File: src/rtl/rv32i_hazard_pkg.sv
// Shared opcode constants, the load result-select code and the scoreboard entry layout
// used by the RV32I load-use hazard scoreboard.
package rv32i_hazard_pkg;

    localparam logic [6:0] OP_LOAD   = 7'b0000011;
    localparam logic [6:0] OP_STORE  = 7'b0100011;
    localparam logic [6:0] OP_BRANCH = 7'b1100011;
    localparam logic [6:0] OP_RTYPE  = 7'b0110011;
    localparam logic [6:0] OP_LUI    = 7'b0110111;
    localparam logic [6:0] OP_AUIPC  = 7'b0010111;
    localparam logic [6:0] OP_JAL    = 7'b1101111;

    localparam logic [1:0] RESULT_SRC_LOAD = 2'b01;

    // Countdown field is wide enough for any LOAD_LAT up to 256.
    localparam int SB_CNT_W = 8;

    typedef struct packed {
        logic                valid;
        logic [4:0]          rd;
        logic [SB_CNT_W-1:0] cnt;
    } sb_entry_t;

    // x0 never creates a dependency; an unused source field never matches.
    function automatic logic rs_match(input logic [4:0] rd, input logic [4:0] rs,
                                      input logic use_rs);
        return use_rs && (rs != 5'd0) && (rd == rs);
    endfunction

endpackage

File: src/rtl/load_sb_entry.sv
// One scoreboard entry: holds the destination of an in-flight load and counts down
// until its data is forwardable. Reports liveness and a source-register match.
module load_sb_entry
    import rv32i_hazard_pkg::*;
#(
    parameter int CNT_INIT = 1
) (
    input  logic       clk,
    input  logic       rst,
    input  logic       i_alloc,
    input  logic       i_dec,
    input  logic [4:0] i_rd,
    input  logic [4:0] i_rs1,
    input  logic [4:0] i_rs2,
    input  logic       i_use_rs1,
    input  logic       i_use_rs2,
    output logic       o_live,
    output logic       o_busy_next,
    output logic       o_match
);

    sb_entry_t r_entry;
    logic      w_live;

    assign w_live = r_entry.valid && (r_entry.cnt != '0);

    always_ff @(posedge clk or posedge rst) begin
        if (rst) begin
            r_entry <= '0;
        end else if (i_alloc) begin
            r_entry.valid <= 1'b1;
            r_entry.rd    <= i_rd;
            r_entry.cnt   <= SB_CNT_W'(CNT_INIT);
        end else if (i_dec && w_live) begin
            // Reaching zero frees the slot on this very edge.
            r_entry.cnt <= r_entry.cnt - 1'b1;
            if (r_entry.cnt == SB_CNT_W'(1))
                r_entry.valid <= 1'b0;
        end
    end

    assign o_live      = w_live;
    assign o_busy_next = w_live && (r_entry.cnt > SB_CNT_W'(1));
    assign o_match     = w_live && (rs_match(r_entry.rd, i_rs1, i_use_rs1) ||
                                    rs_match(r_entry.rd, i_rs2, i_use_rs2));

endmodule

File: src/rtl/load_hazard_scoreboard.sv
// Load-use hazard detector with an in-flight load scoreboard (LOAD_LAT cycles of load latency).
// Optional stall-cycle counter is built when LOAD_HAZARD_PERF_EN is defined.
module load_hazard_scoreboard
    import rv32i_hazard_pkg::*;
#(
    parameter int LOAD_LAT = 1,
    parameter int MAX_OUT  = 2,
    parameter int PERF_W   = 32
) (
    input  logic              clk,
    input  logic              rst,
    input  logic [1:0]        ResultSrcE,
    input  logic [4:0]        RD_E,
    input  logic              flushE_in,
    input  logic              freeze,
    input  logic [31:0]       InstrD,
    input  logic              validD,
    output logic              pc_write,
    output logic              stallF_load_hazard,
    output logic              stallD_load_hazard,
    output logic              flushE_load_hazard,
    output logic              sb_busy,
    output logic [PERF_W-1:0] perf_stall_cnt
);

    logic [6:0] w_opcode;
    logic [4:0] w_rs1;
    logic [4:0] w_rs2;
    logic       w_use_rs1;
    logic       w_use_rs2;
    logic       w_ex_load;
    logic       w_ex_hz;
    logic       w_sb_hz;
    logic       w_full_hz;
    logic       w_any_live;
    logic       w_stall;
    logic       w_unused;

    assign w_opcode  = InstrD[6:0];
    assign w_rs1     = InstrD[19:15];
    assign w_rs2     = InstrD[24:20];
    assign w_use_rs1 = !((w_opcode == OP_LUI) || (w_opcode == OP_AUIPC) || (w_opcode == OP_JAL));
    assign w_use_rs2 = (w_opcode == OP_RTYPE) || (w_opcode == OP_STORE) || (w_opcode == OP_BRANCH);
    assign w_unused  = ^{InstrD[31:25], InstrD[14:7], freeze};

    assign w_ex_load = (ResultSrcE == RESULT_SRC_LOAD) && (RD_E != 5'd0) && !flushE_in;
    assign w_ex_hz   = w_ex_load && (rs_match(RD_E, w_rs1, w_use_rs1) ||
                                     rs_match(RD_E, w_rs2, w_use_rs2));

    generate
        if (LOAD_LAT > 1) begin : g_sb
            logic [MAX_OUT-1:0] w_live;
            logic [MAX_OUT-1:0] w_busy_next;
            logic [MAX_OUT-1:0] w_match;
            logic [MAX_OUT-1:0] w_alloc;
            logic               w_found;
            int                 w_occ;

            always_comb begin
                w_alloc = '0;
                w_found = 1'b0;
                for (int i = 0; i < MAX_OUT; i++) begin
                    if (!w_live[i] && !w_found) begin
                        w_alloc[i] = w_ex_load && !freeze;
                        w_found    = 1'b1;
                    end
                end
            end

            // Occupancy as seen when a load now in D reaches EX: entries expiring on
            // this edge are already free by then, so only cnt>1 entries still hold a slot.
            always_comb begin
                w_occ = 0;
                for (int i = 0; i < MAX_OUT; i++)
                    if (w_busy_next[i]) w_occ = w_occ + 1;
                if (w_ex_load) w_occ = w_occ + 1;
            end

            for (genvar i = 0; i < MAX_OUT; i++) begin : g_entry
                load_sb_entry #(
                    .CNT_INIT(LOAD_LAT - 1)
                ) u_entry (
                    .clk        (clk),
                    .rst        (rst),
                    .i_alloc    (w_alloc[i]),
                    .i_dec      (!freeze),
                    .i_rd       (RD_E),
                    .i_rs1      (w_rs1),
                    .i_rs2      (w_rs2),
                    .i_use_rs1  (w_use_rs1),
                    .i_use_rs2  (w_use_rs2),
                    .o_live     (w_live[i]),
                    .o_busy_next(w_busy_next[i]),
                    .o_match    (w_match[i])
                );
            end

            always_ff @(posedge clk) begin
                if (!rst && w_ex_load && !freeze)
                    assert (!(&w_live));
            end

            assign w_sb_hz    = |w_match;
            assign w_any_live = |w_live;
            assign w_full_hz  = (w_opcode == OP_LOAD) && (w_occ >= MAX_OUT);
        end else begin : g_no_sb
            assign w_sb_hz    = 1'b0;
            assign w_any_live = 1'b0;
            assign w_full_hz  = 1'b0;
        end
    endgenerate

    assign w_stall = !rst && validD && (w_ex_hz || w_sb_hz || w_full_hz);

    assign pc_write           = !w_stall;
    assign stallF_load_hazard = w_stall;
    assign stallD_load_hazard = w_stall;
    assign flushE_load_hazard = w_stall;
    assign sb_busy            = !rst && w_any_live;

`ifdef LOAD_HAZARD_PERF_EN
    logic [PERF_W-1:0] r_perf_cnt;

    always_ff @(posedge clk or posedge rst) begin
        if (rst)
            r_perf_cnt <= '0;
        else if (w_stall && !freeze && (r_perf_cnt != '1))
            r_perf_cnt <= r_perf_cnt + 1'b1;
    end

    assign perf_stall_cnt = r_perf_cnt;
`else
    assign perf_stall_cnt = '0;
`endif

endmodule
File: config.mk
export PLATFORM = sky130hd
export DESIGN_NAME = load_hazard_scoreboard
export DESIGN_NICKNAME = d
export VERILOG_FILES = /design/src/rtl/rv32i_hazard_pkg.sv /design/src/rtl/load_sb_entry.sv /design/src/rtl/load_hazard_scoreboard.sv
export SDC_FILE = /design/constraint.sdc
export NUM_CORES = 1
export LEC_CHECK = 0
export ABC_AREA = 1
export CAP_MARGIN = 5
export CORE_MARGIN = 1.5
export CORE_UTILIZATION = 23
export DETAILED_ROUTE_END_ITERATION = 6
export PLACE_DENSITY_LB_ADDON = 0.2
export RECOVER_POWER = 50
export SLEW_MARGIN = 20
export SYNTH_ARGS = -nofsm -noshare
export SYNTH_HDL_FRONTEND = slang
export SYNTH_SLANG_ARGS = --single-unit
export TNS_END_PERCENT = 1
File: constraint.sdc
create_clock -name vclk -period 1.2
set_input_delay 0.3 -clock vclk [all_inputs]
set_output_delay 0.3 -clock vclk [all_outputs]
set_load 0.03 [all_outputs]
Yosys cells after proc, flatten, opt, wreduce, memory -nomap -nowiden
Index checks and enable logic that the tools add are counted.
{"block": "totals", "ff_bits": 0, "latch_bits": 0, "ram_bits": 0, "romBits": 0, "input_bits": 44, "out_inout_bits": 37, "elab_cells": 30, "mem_count": 0}
{"block": "classes", "n_addsub": 0, "multipliers": 0, "div": 0, "n_lt_le_gt_ge": 0, "n_eq_ne": 9, "n_shift": 0, "muxes": 0, "n_bitwise": 0, "n_reduce_logical": 21}
{"cell": "== test 7 x 6 -> 1 bit (second input constant)", "n": 3}
{"cell": "nonzero test 5 bit", "n": 3}
{"cell": "== test 7 bit (second input constant)", "n": 2}
{"cell": "== test 5 bit", "n": 2}
{"cell": "logical AND 1 bit", "n": 9}
{"cell": "== test 7 x 5 -> 1 bit (second input constant)", "n": 1}
{"cell": "logical OR 1 bit", "n": 5}
{"cell": "zero test 1 bit", "n": 4}
{"cell": "== test 2 x 1 -> 1 bit (second input constant)", "n": 1}

Depth between registers and ports, before layout
{"block": "depth", "depth_word": 10, "mapped_depth": 9, "ltp_nobuf": 9}

Worst setup path after synthesis
Ideal clock, no wire load.
{"block": "synth_timing", "path_type": "input -> output", "from": "input RD_E[1]", "to": "output stallD_load_hazard", "arrival_time_ns": 1.322, "required_time_ns": 0.900, "setup_slack_ns": -0.422, "stages": 6, "path_buffers": 1, "cell_sequence": "xnor2_1 nand3_2 nor2_2 nand2_1 a21oi_2 buf_4"}
{"block": "synth_via", "elab_chain_cells": 5, "word_cells_on_any_way": 10, "classes_between": "2 x eq/ne; 8 x reduce/logical"}
{"item": "from (decl)", "line": "load_hazard_scoreboard.sv:13", "source": "input logic [4:0] RD_E,"}
{"item": "== test 5 bit or nonzero test 5 bit (tied branches)", "line": "rv32i_hazard_pkg.sv:27, load_hazard_scoreboard.sv:46"}
{"item": "logical AND 1 bit (on tied branches)", "line": "rv32i_hazard_pkg.sv:27, load_hazard_scoreboard.sv:46"}
{"item": "logical OR 1 bit or logical AND 1 bit (tied branches)", "line": "load_hazard_scoreboard.sv:47, load_hazard_scoreboard.sv:46"}
{"item": "logical AND 1 bit (*)", "line": "load_hazard_scoreboard.sv:47", "source": "assign w_ex_hz = w_ex_load && (rs_match(RD_E, w_rs1, w_use_rs1) ||"}
{"item": "logical AND 1 bit (*)", "line": "load_hazard_scoreboard.sv:113", "source": "assign w_stall = !rst && validD && (w_ex_hz || w_sb_hz || w_full_hz);"}
{"item": "to (decl)", "line": "load_hazard_scoreboard.sv:20", "source": "output logic stallD_load_hazard,"}
Every way passes the cells marked *; elsewhere a longest branch is shown, timed or not.

Worst setup path after layout
{"block": "layout_timing", "from": "input InstrD[6]", "to": "output flushE_load_hazard"}
{"block": "layout_via", "elab_chain_cells": 9, "word_cells_on_any_way": 18, "classes_between": "6 x eq/ne; 12 x reduce/logical"}
{"item": "from (decl)", "line": "load_hazard_scoreboard.sv:16", "source": "input logic [31:0] InstrD,"}
{"item": "== test 7 x 6 -> 1 bit or == test 7 x 5 -> 1 bit (tied branches)", "line": "load_hazard_scoreboard.sv:42", "source": "assign w_use_rs1 = !((w_opcode == OP_LUI) || (w_opcode == OP_AUIPC) || (w_opcode == OP_JAL));"}
{"item": "logical OR 1 bit (2 in a row)", "line": "load_hazard_scoreboard.sv:42"}
{"item": "zero test 1 bit", "line": "load_hazard_scoreboard.sv:42"}
{"item": "logical AND 1 bit (2 in a row)", "line": "rv32i_hazard_pkg.sv:27", "source": "return use_rs && (rs != 5'd0) && (rd == rs);"}
{"item": "logical OR 1 bit (*)", "line": "load_hazard_scoreboard.sv:47"}
{"item": "logical AND 1 bit (*)", "line": "load_hazard_scoreboard.sv:47"}
{"item": "logical AND 1 bit (*)", "line": "load_hazard_scoreboard.sv:113"}
{"item": "to (decl)", "line": "load_hazard_scoreboard.sv:21", "source": "output logic flushE_load_hazard,"}
Marked as above.

==> impl_metrics.json <==
{
  "cp-end-kind": "output port",
  "required_ns": 0.90,
  "hpwl_um": 1170,
  "stdcell_count": 170,
  "fillCellCount": 296,
  "path_class": "in2out",
  "hp-class": "in2out",
  "p_leak_uw": 0.000483,
  "post_synth_num_cell_types": 17,
  "drive_gt1_frac": 0.393,
  "finalHoldViolations": 0,
  "grt_pass1_wl_um": 1850,
  "timing.setup.tns_ns": -1.28,
  "seq_cell_count": 0,
  "core_mm2": 0.00245,
  "num_rows": 18,
  "cp_max_fo": 3,
  "fmax_ghz": 0.656,
  "regArea_um2": 0,
  "place_ws_ns": -0.792,
  "crit_family": "simple AND/OR/NAND/NOR gates",
  "io_buffers": 31,
  "rsz0062_at_grt": "yes",
  "layout.nets": 186,
  "num_vias": 608,
  "dp_cells": 167,
  "gr-total-overflow": 0,
  "placed_area_um2": 807,
  "ant_nets": 0,
  "status": "finished, violations left",
  "cap_violations": 0,
  "first_iter_violations": 6,
  "syn_area_um2": 587,
  "final_max_slew_viol_count": 0,
  "drc": 0,
  "arrival_ns": 1.22,
  "setup_viol": 4,
  "ir_worst_vdd_mv": 0.149,
  "yosysWarnings": 0,
  "postCtsHoldBufs": 0,
  "gp_congestion": 0.742,
  "die_h_um": 53.5,
  "nClkBuffers": 0,
  "cp-start-kind": "input port",
  "cp_slowest_stage_delay_ns": 0.19,
  "antenna_found_initial": 0,
  "slowest_stage": "clkdlybuf4s15_1",
  "path_buf_inv": 2,
  "drt-total-wl_um": 1350,
  "drt-pass1-iter-count": 4,
  "die_w_um": 53.5,
  "diodes": 0,
  "setup_slack_ns": -0.324,
  "postSynthAreaPerCell_um2": 5.43,
  "post_drt_wl_per_cell_um": 7.91,
  "grt_pass1_vias": 443,
  "cp_cell_sequence": "clkdlybuf4s15_1, nand2_2, nand3_2, nor2_2, nand3_2, a21oi_4, buf_6",
  "ioPinCount": 81,
  "design_area_um2": 823,
  "pwr_density_cell_mw_per_mm2": 379,
  "synth_seq_area_share": 0,
  "timing.final.crit_share": 1.27,
  "grt_max_degree": 5,
  "start_util": 0.239,
  "dieArea_mm2": 0.00286,
  "netlist_instances": 108,
  "avgViaCountPerCell": 3.58,
  "worst_path_most_repeated_cell": "nand3_2",
  "area_growth_pct": 40.3,
  "grtUsageTotal": 0.0837,
  "violations": "negative setup slack",
  "period_needed_ns": 1.52
}
-- through the flow --
| stage | util | hold slack, ns | total power, uW |
|---|---|---|---|
| 2_1_floorplan | - | 0.854 | 281 |
| 6_report | 0.335 | 1.12 | 312 |
| 4_1_cts | 0.307 | 1.13 | 289 |
| 3_3_place_gp | 0.329 | 1.46 | 312 |
| 3_5_place_dp | 0.329 | 1.46 | 313 |
| 5_1_grt | 0.335 | 1.15 | 339 |
-- cells in the mapped netlist, drive strengths merged --
cell / number / share of area
a31oi: 1 / 0.011
conb: 1 / 0.0064
nor2: 12 / 0.081
buf: 35 / 0.45
nand3b: 1 / 0.013
or2: 1 / 0.011
xor2: 2 / 0.030
a21oi: 1 / 0.015
nand2: 32 / 0.20
nand4: 2 / 0.021
nand3: 3 / 0.034
o2111ai: 1 / 0.015
xnor2: 1 / 0.015
inv: 15 / 0.096
-- what timing repair did --
item	4_1_cts	5_1_grt
pin swaps	19	14
setup endpoints to repair	4	4
buffers inserted	2	1
resized for setup	102	27
-- routing by layer --
metal,routed length (um),track usage,vias up
met5,0,0,-
met4,0,0,0
met3,201,0.0141,0
met2,664,0.169,39
met1,479,0.0952,247
li1,-,-,322
-- kinds of logic (layout without fill, tap and decap cells) --
| group | Yosys count | count (layout) | share of synthesized area |
|---|---|---|---|
| other | 1 | 33 | 0.00639 |
| buffers and inverters | 50 | 50 | 0.544 |
| XOR/XNOR | 3 | 3 | 0.0448 |
| AND/OR/NAND/NOR | 51 | 51 | 0.365 |
| AO/OA/AOI/OAI | 3 | 3 | 0.0405 |
-- cell usage in the layout, fill, tap and decap left out --
cell,instances
a21oi_4,1
nand4_1,2
buf_2,13
nand2_2,4
nand3b_1,1
clkdlybuf4s15_1,2
nor2_1,8
buf_8,1
o2111ai_2,1
nand2_1,28
conb_1,33
nand3_2,3
nor2_2,4
a31oi_2,1
inv_2,8
buf_6,10
clkbuf_2,1
xnor2_2,1
dlygate4sd2_1,3
buf_4,5
or2_0,1
inv_4,2
xor2_1,2
inv_1,5
-- path summary, 6_finish.rpt --
| path | depth (start not counted) | start | to |
|---|---|---|---|
| worst max-delay path | 7 | InstrD[6] | flushE_load_hazard |
| worst min-delay path | 5 | InstrD[4] | stallF_load_hazard |
-- report_power, final --
part           switching [uW]  internal, uW
registers                   0             0
clock network               0             0
logic                     219          93.4
total                     219          93.4
-- cell type report --
cell class | instances | area, um2 | area share
multi-input combinational | 90 | 443 | 0.538
timing repair buffer | 35 | 282 | 0.342
inverter | 15 | 61.3 | 0.0745
tap | 30 | 37.5 | 0.0456
Power figures use the tool's default switching activity.
